File: config.mk
export PLATFORM = sky130hd
export DESIGN_NAME = key_conditioner
export DESIGN_NICKNAME = d
export VERILOG_FILES = /design/src/rtl/key_conditioner.sv
export SDC_FILE = /design/constraint.sdc
export NUM_CORES = 1
export LEC_CHECK = 0
export CAP_MARGIN = 0
export CORE_UTILIZATION = 35
export DETAILED_ROUTE_END_ITERATION = 6
export GPL_TIMING_DRIVEN = 1
export PLACE_DENSITY = 0.57
export SLEW_MARGIN = 5
export SYNTH_ARGS = -nofsm -noshare
export SYNTH_HDL_FRONTEND = slang
export SYNTH_SLANG_ARGS = --single-unit
File: constraint.sdc
create_clock -name clk_i -period 3.46 [get_ports clk_i]
set_clock_uncertainty 0.2 [all_clocks]
set_input_delay 0.346 -clock clk_i [delete_from_list [all_inputs] [get_ports clk_i]]
set_output_delay 0.346 -clock clk_i [all_outputs]
set_load 0.01 [all_outputs]
File: src/rtl/key_conditioner.sv
// key_conditioner: cleans up board push-buttons and DIP switches for the processor.
//   Every key passes through a 2-FF synchronizer, a counter debouncer and a press-edge
//   pulse FSM. Keys set in REPEAT_MASK also auto-repeat while they are held.
//   The DIP word is only synchronized; it is not debounced.
// Ports:
//   clk_i        system clock; all state changes on the rising edge
//   rst_i        synchronous, active-high reset
//   key_raw_i    asynchronous button pins, 1 = pressed
//   dip_raw_i    asynchronous switch pins
//   key_pulse_o  one-cycle strobe for each accepted press or auto-repeat
//   key_level_o  debounced held level
//   dip_sync_o   2-FF synchronized switch word
module key_conditioner #(
   parameter int unsigned          NUM_KEYS        = 5,
   parameter int unsigned          DIP_W           = 16,
   parameter int unsigned          DEBOUNCE_CYCLES = 50000,
   parameter logic [NUM_KEYS-1:0]  REPEAT_MASK     = 5'b00101,
   parameter int unsigned          REPEAT_DELAY    = 25000000,
   parameter int unsigned          REPEAT_RATE     = 5000000
) (
   input  logic                clk_i,
   input  logic                rst_i,
   input  logic [NUM_KEYS-1:0] key_raw_i,
   input  logic [DIP_W-1:0]    dip_raw_i,
   output logic [NUM_KEYS-1:0] key_pulse_o,
   output logic [NUM_KEYS-1:0] key_level_o,
   output logic [DIP_W-1:0]    dip_sync_o
);

   localparam int unsigned CntW  = (DEBOUNCE_CYCLES > 1) ? $clog2(DEBOUNCE_CYCLES) : 1;
   localparam int unsigned RMax  = (REPEAT_DELAY > REPEAT_RATE) ? REPEAT_DELAY : REPEAT_RATE;
   localparam int unsigned RcntW = (RMax > 1) ? $clog2(RMax) : 1;

   localparam logic [CntW-1:0]  CntLast   = CntW'(DEBOUNCE_CYCLES - 1);
   localparam logic [RcntW-1:0] DelayLast = RcntW'(REPEAT_DELAY - 1);
   localparam logic [RcntW-1:0] RateLast  = RcntW'(REPEAT_RATE - 1);

   typedef enum logic [1:0] {StIdle, StHold, StRepeat} key_st_e;

   logic [NUM_KEYS-1:0] key_s1_q, key_s2_q;
   logic [DIP_W-1:0]    dip_s1_q, dip_s2_q;

   always_ff @(posedge clk_i) begin
      if (rst_i) begin
         key_s1_q <= '0;
         key_s2_q <= '0;
         dip_s1_q <= '0;
         dip_s2_q <= '0;
      end else begin
         key_s1_q <= key_raw_i;
         key_s2_q <= key_s1_q;
         dip_s1_q <= dip_raw_i;
         dip_s2_q <= dip_s1_q;
      end
   end

   assign dip_sync_o = dip_s2_q;

   for (genvar i = 0; i < NUM_KEYS; i++) begin : g_key
      localparam bit Masked = REPEAT_MASK[i];

      logic [CntW-1:0]  cnt_q, cnt_d;
      logic             stable_q, stable_d;
      logic             rise, fall;
      key_st_e          state_q, state_d;
      logic [RcntW-1:0] rcnt_q, rcnt_d;
      logic             pulse_q, pulse_d;

      // Debouncer: a new level is accepted only after DEBOUNCE_CYCLES disagreeing samples
      // in a row; any agreeing sample restarts the count.
      always_comb begin
         cnt_d    = cnt_q;
         stable_d = stable_q;
         if (key_s2_q[i] == stable_q) begin
            cnt_d = '0;
         end else if (cnt_q == CntLast) begin
            stable_d = key_s2_q[i];
            cnt_d    = '0;
         end else begin
            cnt_d = cnt_q + 1'b1;
         end
      end

      // Edge events are taken from the accept decision so the press pulse and the new
      // level become visible on the same clock edge.
      assign rise = ~stable_q & stable_d;
      assign fall = stable_q & ~stable_d;

      always_ff @(posedge clk_i) begin
         if (rst_i) begin
            cnt_q    <= '0;
            stable_q <= 1'b0;
            state_q  <= StIdle;
            rcnt_q   <= '0;
            pulse_q  <= 1'b0;
         end else begin
            cnt_q    <= cnt_d;
            stable_q <= stable_d;
            state_q  <= state_d;
            rcnt_q   <= rcnt_d;
            pulse_q  <= pulse_d;
         end
      end

      always_comb begin
         state_d = state_q;
         unique case (state_q)
            StIdle: begin
               if (rise) state_d = StHold;
            end
            StHold: begin
               if (fall) begin
                  state_d = StIdle;
               end else if (Masked && (rcnt_q == DelayLast)) begin
                  state_d = StRepeat;
               end
            end
            StRepeat: begin
               if (fall) state_d = StIdle;
            end
            default: state_d = StIdle;
         endcase
      end

      // Release always wins over a coinciding repeat match, so release never pulses.
      always_comb begin
         pulse_d = 1'b0;
         rcnt_d  = '0;
         unique case (state_q)
            StIdle: begin
               pulse_d = rise;
            end
            StHold: begin
               if (!fall && Masked) begin
                  if (rcnt_q == DelayLast) pulse_d = 1'b1;
                  else                     rcnt_d  = rcnt_q + 1'b1;
               end
            end
            StRepeat: begin
               if (!fall) begin
                  if (rcnt_q == RateLast) pulse_d = 1'b1;
                  else                    rcnt_d  = rcnt_q + 1'b1;
               end
            end
            default: begin
               pulse_d = 1'b0;
               rcnt_d  = '0;
            end
         endcase
      end

      assign key_pulse_o[i] = pulse_q;
      assign key_level_o[i] = stable_q;
   end

endmodule

# == Word level (Yosys, flattened, before mapping) ==
# Index checks and enable logic that the tools add are counted.
# totals
out_inout_bits,26
inputBits,23
register_bits,267
elab_cells,180
# classes
n_addsub,10
bitwise_logic,23
n_mux,58
n_reduce_logical,21
n_eq_ne,39
# op_table
operator,n
$mux W25,8
$add A25 B1 Y25 const B,5
$eq A25 B23 Y1 const B,5
$pmux W25 S2,2
$add A16 B1 Y16 const B,5
$eq A16 B16 Y1 const B,5
$eq A25 B25 Y1 const B,2
$mux W2,14
$mux W1,24
$reduce_or A3 Y1,5
$ne A2 B2 Y1 const B,7
$not A1 Y1,13
$pmux W2 S2,3
$pmux W2 S3,2
$reduce_or A4 Y1,3
$and A1 B1 Y1,10
$eq A2 B1 Y1 const B,5
$eq A2 B2 Y1 const B,5
$logic_not A2 Y1,5
$ne A2 B1 Y1 const B,3
$ne A3 B3 Y1 const B,2
$pmux W1 S2,3
$pmux W1 S3,2
$reduce_and A2 Y1,3
other kinds (3),10

# == Depth between registers and ports, before layout ==
# Gate-level depths: netlist (run 1).
# logic_depth
depth_word,7
mapped_depth,9

# == Worst setup path after synthesis (run 1) ==
# Ideal clock, no wire load.
# synth_timing
path_kind,register -> register
from,register g_key[0].rcnt_q[0]
to,register g_key[0].rcnt_q[24]
stages_incl_launch_ff,9
arrival_ns,1.884
required_ns,3.198
period_less_slack_ns,2.147
path_slack_ns,1.313
cell_sequence,dfxtp_1 > ha_1 > and4_4 > nand4_2 > o22ai_2 > or4b_4 > buf_6 > buf_12 > nor2_4
# synth_via
elab_chain_cells,4
# synth_rtl
element,line_no,source
"start, declared",66,"logic [RcntW-1:0] rcnt_q, rcnt_d;"
"start signal, assigned",100,rcnt_q <= rcnt_d;
"$add A25 B1 Y25, or another cell as far along","136, 142",
"$mux W25, on equally long branches","141, 135",
"$mux W25, on equally long branches","140, 134",
$pmux W25 S2 (*),129,unique case (state_q)
# Every way passes the cells marked *; elsewhere a longest branch is shown, timed or not.
# A chain may end at the register's enable or synchronous reset.

# == Final worst setup path (run 1) ==
# layout_timing
from,register g_key[2].rcnt_q[0]
to,register g_key[2].rcnt_q[24]
# layout_via
elab_chain_cells,4
# layout_rtl
element,line_no
"start, declared",66
"start signal, assigned",100
"$add A25 B1 Y25, or another cell as far along","136, 142"
"$mux W25, on equally long branches","141, 135"
"$mux W25, on equally long branches","140, 134"
$pmux W25 S2 (*),129
# Marked as above.

==> metrics.md, run 1 <==
| Metric | Value |
|---|---|
| Slew headroom | `52.1%` |
| Worst slack, placed | `0.955 ns` |
| First-pass GRT wire length | `25,500 um` |
| Max Cap Violations | `0` |
| WL/cell | `11.9 um` |
| Post-Syn Nets | `892` |
| Starting DRC count in detailed routing | `226` |
| Initial antenna violation count | `0` |
| Depth of the CTS H-tree | `4` |
| Die width | `154 um` |
| Top post-synthesis cells by area | `dfxtp_1 (47%), xnor2_1 (6.3%), xor2_1 (6.2%)` |
| Number of port buffers | `48` |
| DR DRC count | `0` |
| Vias | `5,592` |
| I/O pins | `49` |
| PnR worst setup slack | `0.981 ns` |
| Seq/Total Area, Yosys | `46.8%` |
| Yosys top cell by area | `dfxtp_1` |
| Core region area | `0.0226 mm^2` |
| Die Y | `154 um` |
| Critical Path RT | `3.54 ns` |
| Unrepaired setup endpoints after global routing | `no` |
| Final core occ | `41.4%` |
| Synth Cell Area | `0.00809 mm^2` |
| P_leak | `3.08 nW` |
| Gr usage total | `13.0%` |
| Yosys top cell area share | `46.8%` |
| Largest net degree at the start of global routing | `36` |
| Clock sink count | `189` |
| Area delta synth->final | `16.0%` |
| # setup viols final | `0` |
| Main synth FF type | `dfxtp_1` |
| Total congestion overflow | `0` |
| Area occupied by multi-input gates | `0.00399 mm^2` |
| CP Class | `register to register` |
| Number of synthesized flops with an enable pin | `0` |
| Initial Util | `35.7%` |
| Fin crit share | `71.6%` |
| Run status | `finished clean` |
| Ys async rst share | `0%` |
| Hold_buf cts | `0` |
| Clock root buffer | `clkbuf_16` |
| DRT Pass-1 Iters | `4` |
| CTS tree | `done` |
| Detailed-route vias per instance | `4.71` |
| Max IR drop VDD | `0.000297 V` |
| Post-CTS setup buffers | `0` |
| Setup TNS | `0 ns` |
| Max frequency | `403 MHz` |
| Critical path fanouts, max | `25` |
| Clock slew at reported path FFs | `0.07 ns` |
| Kind of end point of the critical path | `register` |
| Antenna-violating nets left | `0` |
| Final #Nets | `928` |
| Fill cell count | `2,192` |
| TritonCTS Buffers | `17` |
| Post-synth top cells | `dfxtp_1 (189), nor2_1 (123), xnor2_1 (58)` |
| Post_cts resized | `0` |
| Clock latency on the worst-skew pair | `0.42 ns` |
| Reg area | `0.00378 mm^2` |
| Synth Register Bits | `189` |
| Hold Crit Class | `register to register` |
| Number of global-route vias before repair | `5,492` |
| GPL Wtd Cong | `0.743` |
| CTS Buffer Depth | `2` |
| Final WL | `14,200 um` |
| Synth warn | `0` |
| Cell variety after synth | `62` |
| DP HPWL | `9780 um` |
| # rows | `55` |
| CP Data Arrival Time | `2.56 ns` |
| N_diodes | `0` |
| Die ar. | `0.0237 mm^2` |
| Syn Inst Count | `854` |
| Syn_area_per_cell | `9.47 um^2` |
| Count of final hold-check violations | `0` |
| Worst-margin pin slew | `0.701 ns` |
| Period minus WS final | `2.48 ns` |
| Pins Over Slew Limit | `0` |
| Critical path startpoint category | `register` |
| Layout cells sized above 1 | `8.31%` |
| Pwr/cell area | `479 mW/mm^2` |
| Cell with the most instances after synthesis | `dfxtp_1` |
==> sequential cells by signal, indices dropped and copies added (netlist names) <==
signal / cells
g_key.rcnt_q: 50
g_key.stable_q: 5
key_s2_q: 5
g_key.pulse_q: 5
key_s1_q: 5
dip_sync_o: 16
g_key.cnt_q: 80
dip_s1_q: 16
g_key.state_q: 7
==> path summary, 6_finish.rpt <==
check | from | endpoint | slack (ns) | cells after the start
worst max register to register | g_key[2].rcnt_q[0] | g_key[2].rcnt_q[24] | 0.98 | 6
worst min-delay path | dip_s1_q[11] | dip_sync_o[11] | 0.23 | 1
worst max-delay path | g_key[2].rcnt_q[0] | g_key[2].rcnt_q[24] | 0.98 | 6
worst min register to register | dip_s1_q[11] | dip_sync_o[11] | 0.23 | 1
==> worst max-delay path, cell delays in order (launching register included) <==
cell	delay [ns]
dfxtp_1	0.37
ha_1	0.24
and4_1	0.24
nand4_1	0.18
o31a_1	0.39
o211ai_4	0.59
nor2_1	0.12
==> stage by stage <==
stage,hold WS [ns],total power [W],cell area (um^2),instances
after floorplan,0.213,0.00231,8090,854
after global placement,0.215,0.00236,8720,1156
after detailed placement,0.220,0.00236,8720,1156
after global routing,0.254,0.00467,9380,1188
final,0.233,0.00449,9380,1188
after CTS,0.237,0.00456,9380,1188
==> layout make-up <==
cell class,instances,share of cell area [%]
Sequential cell,189,40.3
Clock inverter,14,2.44
Clock buffer,18,4.68
Inverter,23,0.920
Tap cell,285,3.80
Timing Repair Buffer,51,5.31
Multi-Input combinational cell,608,42.5
==> layout by cell type, fill, tap and decap left out, types with 12 or more instances in the layout <==
cell type and instances:
and3_1 26, and4_1 15, clkbuf_16 17, clkdlybuf4s50_1 47, dfxtp_1 189, ha_1 15
inv_1 23, nand2_1 45, nand3_1 46, nand4_1 29, nor2_1 123, nor2_4 18
nor2b_1 44, nor3_1 21, nor4_1 13, o21ai_0 12, xnor2_1 58, xor2_1 57
==> per-layer routing <==
layer / vias to the layer above / wire length (um) / share of wire (%) / GRT usage [%]
li1: 2973 / - / - / -
met1: 2540 / 7330 / 52 / 17.2
met2: 69 / 6260 / 44 / 20.6
met3: 10 / 424 / 3.0 / 2.99
met4: 0 / 166 / 1.2 / 4.90
met5: - / 0 / 0 / 0
==> kinds of logic (layout without fill, tap and decap cells) <==
kind of cell             count (synthesis)  count (layout)  share of synthesized area (%)
buffers and inverters                   57             106                           3.90
adder cells (fa/ha/maj)                 15              15                           2.32
multiplexers                             4               4                          0.495
flip-flops                             189             189                           46.8
AO/OA/AOI/OAI                           42              42                           3.67
XOR/XNOR                               115             115                           12.4
AND/OR/NAND/NOR                        432             432                           30.4
==> where the power goes <==
group	switching (W)	leakage (nW)	internal, W
Combinational	0.0000417	1.22	0.0000538
Sequential	0.0000102	1.53	0.00220
Clock	0.000864	0.326	0.00132
No activity file was read; power rests on OpenSTA's default activity.
==> run 2, diff against run 1 <==
--- a/config.mk
+++ b/config.mk
@@ -9,7 +9,7 @@
 export CORE_UTILIZATION = 35
 export DETAILED_ROUTE_END_ITERATION = 6
 export GPL_TIMING_DRIVEN = 1
-export PLACE_DENSITY = 0.57
+export PLACE_DENSITY = 0.59
 export SLEW_MARGIN = 5
 export SYNTH_ARGS = -nofsm -noshare
 export SYNTH_HDL_FRONTEND = slang
==> constraint.sdc (replaced) <==
create_clock -name clk_i -period 2 [get_ports clk_i]
set_clock_uncertainty 0.2 [all_clocks]
set_input_delay 0.2 -clock clk_i [delete_from_list [all_inputs] [get_ports clk_i]]
set_output_delay 0.2 -clock clk_i [all_outputs]
set_load 0.01 [all_outputs]
==> run 2 against run 1 <==
The flow now finishes with violations (negative setup slack). Power is 65% higher. Cell area is 10% higher. Routed wire length increased by 9.3%. Critical endpoint is now g_key[1].pulse_q.
==> metrics.md, run 2 (synthesis gave the netlist of run 1 again) <==
| Metric | Value |
|---|---|
| # setup viols final | `21 (+21)` |
| Detailed-route vias per instance | `4.73 (+0.53%)` |
| First-pass GRT wire length | `26,200 um (+2.8%)` |
| Non-Filler Instances | `1,272 (+7.1%)` |
| CTS Buffer Depth | `2 (unchanged)` |
| CP Class | `register to register` |
| Layout cells sized above 1 | `20.9% (+13 points)` |
| CP delay by family, top | `simple AND/OR/NAND/NOR gates` |
| Initial Util | `35.7% (unchanged)` |
| Kind of end point of the critical path | `register` |
| Crit-path cells | `or3_4, or4_4, mux2i_4, nor4_2` |
| Max FFs per register | `80 (unchanged)` |
| DR DRC count | `0 (unchanged)` |
| Final core occ | `45.8% (+4.3 points)` |
| PnR worst setup slack | `-0.0563 ns (-1.04 ns)` |
| Antenna-violating nets left | `0 (unchanged)` |
| Die ar. | `0.0237 mm^2 (unchanged)` |
| Clock sink count | `189 (unchanged)` |
| Max frequency | `486 MHz (+21%)` |
| Most common cell after layout, fill and taps aside | `dfxtp_1` |
| DP HPWL | `10,600 um (+8.1%)` |
| CP Buf/Inv Count | `0 (unchanged)` |
| Hold Crit Class | `input pin to register` |
| Worst-margin pin slew | `0.552 ns (-0.149 ns)` |
| CP Data Arrival Time | `2.20 ns (-0.36 ns)` |
| Fill cell count | `2,165 (-1.2%)` |
| Final WL | `15,500 um (+9.3%)` |
| N_diodes | `0 (unchanged)` |
| WL/cell | `12.2 um (+2.1%)` |
| Max Cap Violations | `0 (unchanged)` |
| Initial antenna violation count | `0 (unchanged)` |
| # rows | `55 (unchanged)` |
| GPL Wtd Cong | `0.755 (+1.6%)` |
| Die width | `154 um (unchanged)` |
| TritonCTS Buffers | `17 (unchanged)` |
| Gr usage total | `13.5% (+0.47 points)` |
| Clock slew at reported path FFs | `0.08 ns (about the same)` |
| Clock root buffer | `clkbuf_16` |
| Unrepaired setup endpoints after global routing | `yes` |
| Count of final hold-check violations | `0 (unchanged)` |
| Most frequent cells in the layout | `dfxtp_1 (177), nor2_1 (119), buf_4 (78)` |
| Final #Nets | `1,012 (+9.1%)` |
| Placed Cells incl. Taps | `1,234 (+6.7%)` |
| Hold_buf cts | `0 (unchanged)` |
| Number of port buffers | `48 (unchanged)` |
| CTS tree | `done` |
| Critical path startpoint category | `register` |
| Starting DRC count in detailed routing | `238 (+5.3%)` |
| Number of global-route vias before repair | `5,658 (+3.0%)` |
| I/O pins | `49 (unchanged)` |
| Clock latency on the worst-skew pair | `0.43 ns (about the same)` |
| Slew headroom | `62.9% (+11 points)` |
| Failing checks | `negative setup slack` |
| P_leak | `3.55 nW (+15%)` |
| Fin crit share | `103% (+31 points)` |
| Largest net degree at the start of global routing | `66 (+83%)` |
| Vias | `6,019 (+7.6%)` |
| Pins Over Slew Limit | `0 (unchanged)` |
| Setup TNS | `-0.207 ns (-0.207 ns)` |
| Critical Path RT | `2.15 ns (-1.39 ns)` |
| CP max-delay cell | `or4_4` |
| Max IR drop VDD | `0.000461 V (+56%)` |
| Die Y | `154 um (unchanged)` |
| DRT Pass-1 Iters | `4 (unchanged)` |
| Core region area | `0.0226 mm^2 (unchanged)` |
| Top flop regs | `g_key.cnt_q x80, g_key.rcnt_q x50` |
| Pwr/cell area | `715 mW/mm^2 (+49%)` |
| Total congestion overflow | `0 (unchanged)` |
| Run status | `finished, violations left` |
| CP max stage delay | `0.57 ns (-0.02 ns)` |
| Critical path fanouts, max | `5 (-80%)` |
| Layout Cell Area excl Fill | `0.0104 mm^2 (+10%)` |
| Depth of the CTS H-tree | `4 (unchanged)` |
| Period minus WS final | `2.06 ns (-0.423 ns)` |
| Area delta synth->final | `28.1%` |
| Reg with most FFs | `g_key.cnt_q` |
| Dpl cell area | `0.00944 mm^2 (+8.4%)` |
-- run 2: cell types whose count changed in the layout (fill, tap and decap cells not counted), moves of 5 or more --
cell     change
dfxtp_2     +10
dfxtp_1     -12
buf_12       +8
nor2_4       +5
ha_1         -5
nor4b_1      -5
nor4b_2      +5
nor4_1       -7
nor4_2       +7
buf_4       +75
-- run 2: report_power, final --
part           total, W  internal, W  switching (W)
Combinational  0.000184     0.000108      0.0000761
Sequential      0.00382      0.00381      0.0000197
Clock           0.00340      0.00179        0.00162
Total           0.00741      0.00570        0.00171
-- run 2: worst min-delay path, cell delays in order --
cell	delay, ns
buf_2	0.14
o21bai_4	0.13
buf_4	0.11
o2bb2ai_1	0.05
-- run 2: final cells by class --
type,instances,area [um^2],area share [%]
Multi-Input combinational cell,608,4270,41.2
Sequential cell,189,3800,36.7
Timing Repair Buffer,135,1250,12.0
Clock buffer,17,425,4.11
Tap cell,285,357,3.44
Clock inverter,15,179,1.73
Inverter,23,86.3,0.833
-- run 2: worst paths after layout --
kind	start	to	slack (ns)	cells after the start
worst max register to register	g_key[1].cnt_q[7]	g_key[1].pulse_q	-0.06	4
worst min-delay path	rst_i	g_key[0].state_q[1]	0.04	4
worst max-delay path	g_key[1].cnt_q[7]	g_key[1].pulse_q	-0.06	4
worst min register to register	g_key[1].cnt_q[0]	g_key[1].cnt_q[0]	0.22	1
-- run 2: metrics by stage --
stage               total power (W)  setup slack (ns)  hold slack, ns
floorplan                   0.00399           0.00144           0.128
global placement            0.00410            -0.123           0.215
detailed placement          0.00410           -0.0691           0.225
CTS                         0.00753           -0.0267          0.0350
global route                0.00770            -0.131          0.0351
finish                      0.00741           -0.0563          0.0403
-- run 2: metal layers --
| metal | routed length (um) | vias up | GRT usage [%] |
|---|---|---|---|
| met1 | 7770 | 2801 | 17.5 |
| li1 | - | 3142 | - |
| met4 | 252 | 0 | 5.48 |
| met3 | 351 | 22 | 2.76 |
| met5 | 0 | - | 0 |
| met2 | 7120 | 54 | 21.8 |
-- run 2: timing repair --
action | CTS | global route
pin swaps | 0 | 33
setup buffers | 0 | 5
gates resized for setup | 7 | 50
endpoints found under the setup margin | 44 | 91
cloned | 0 | 1
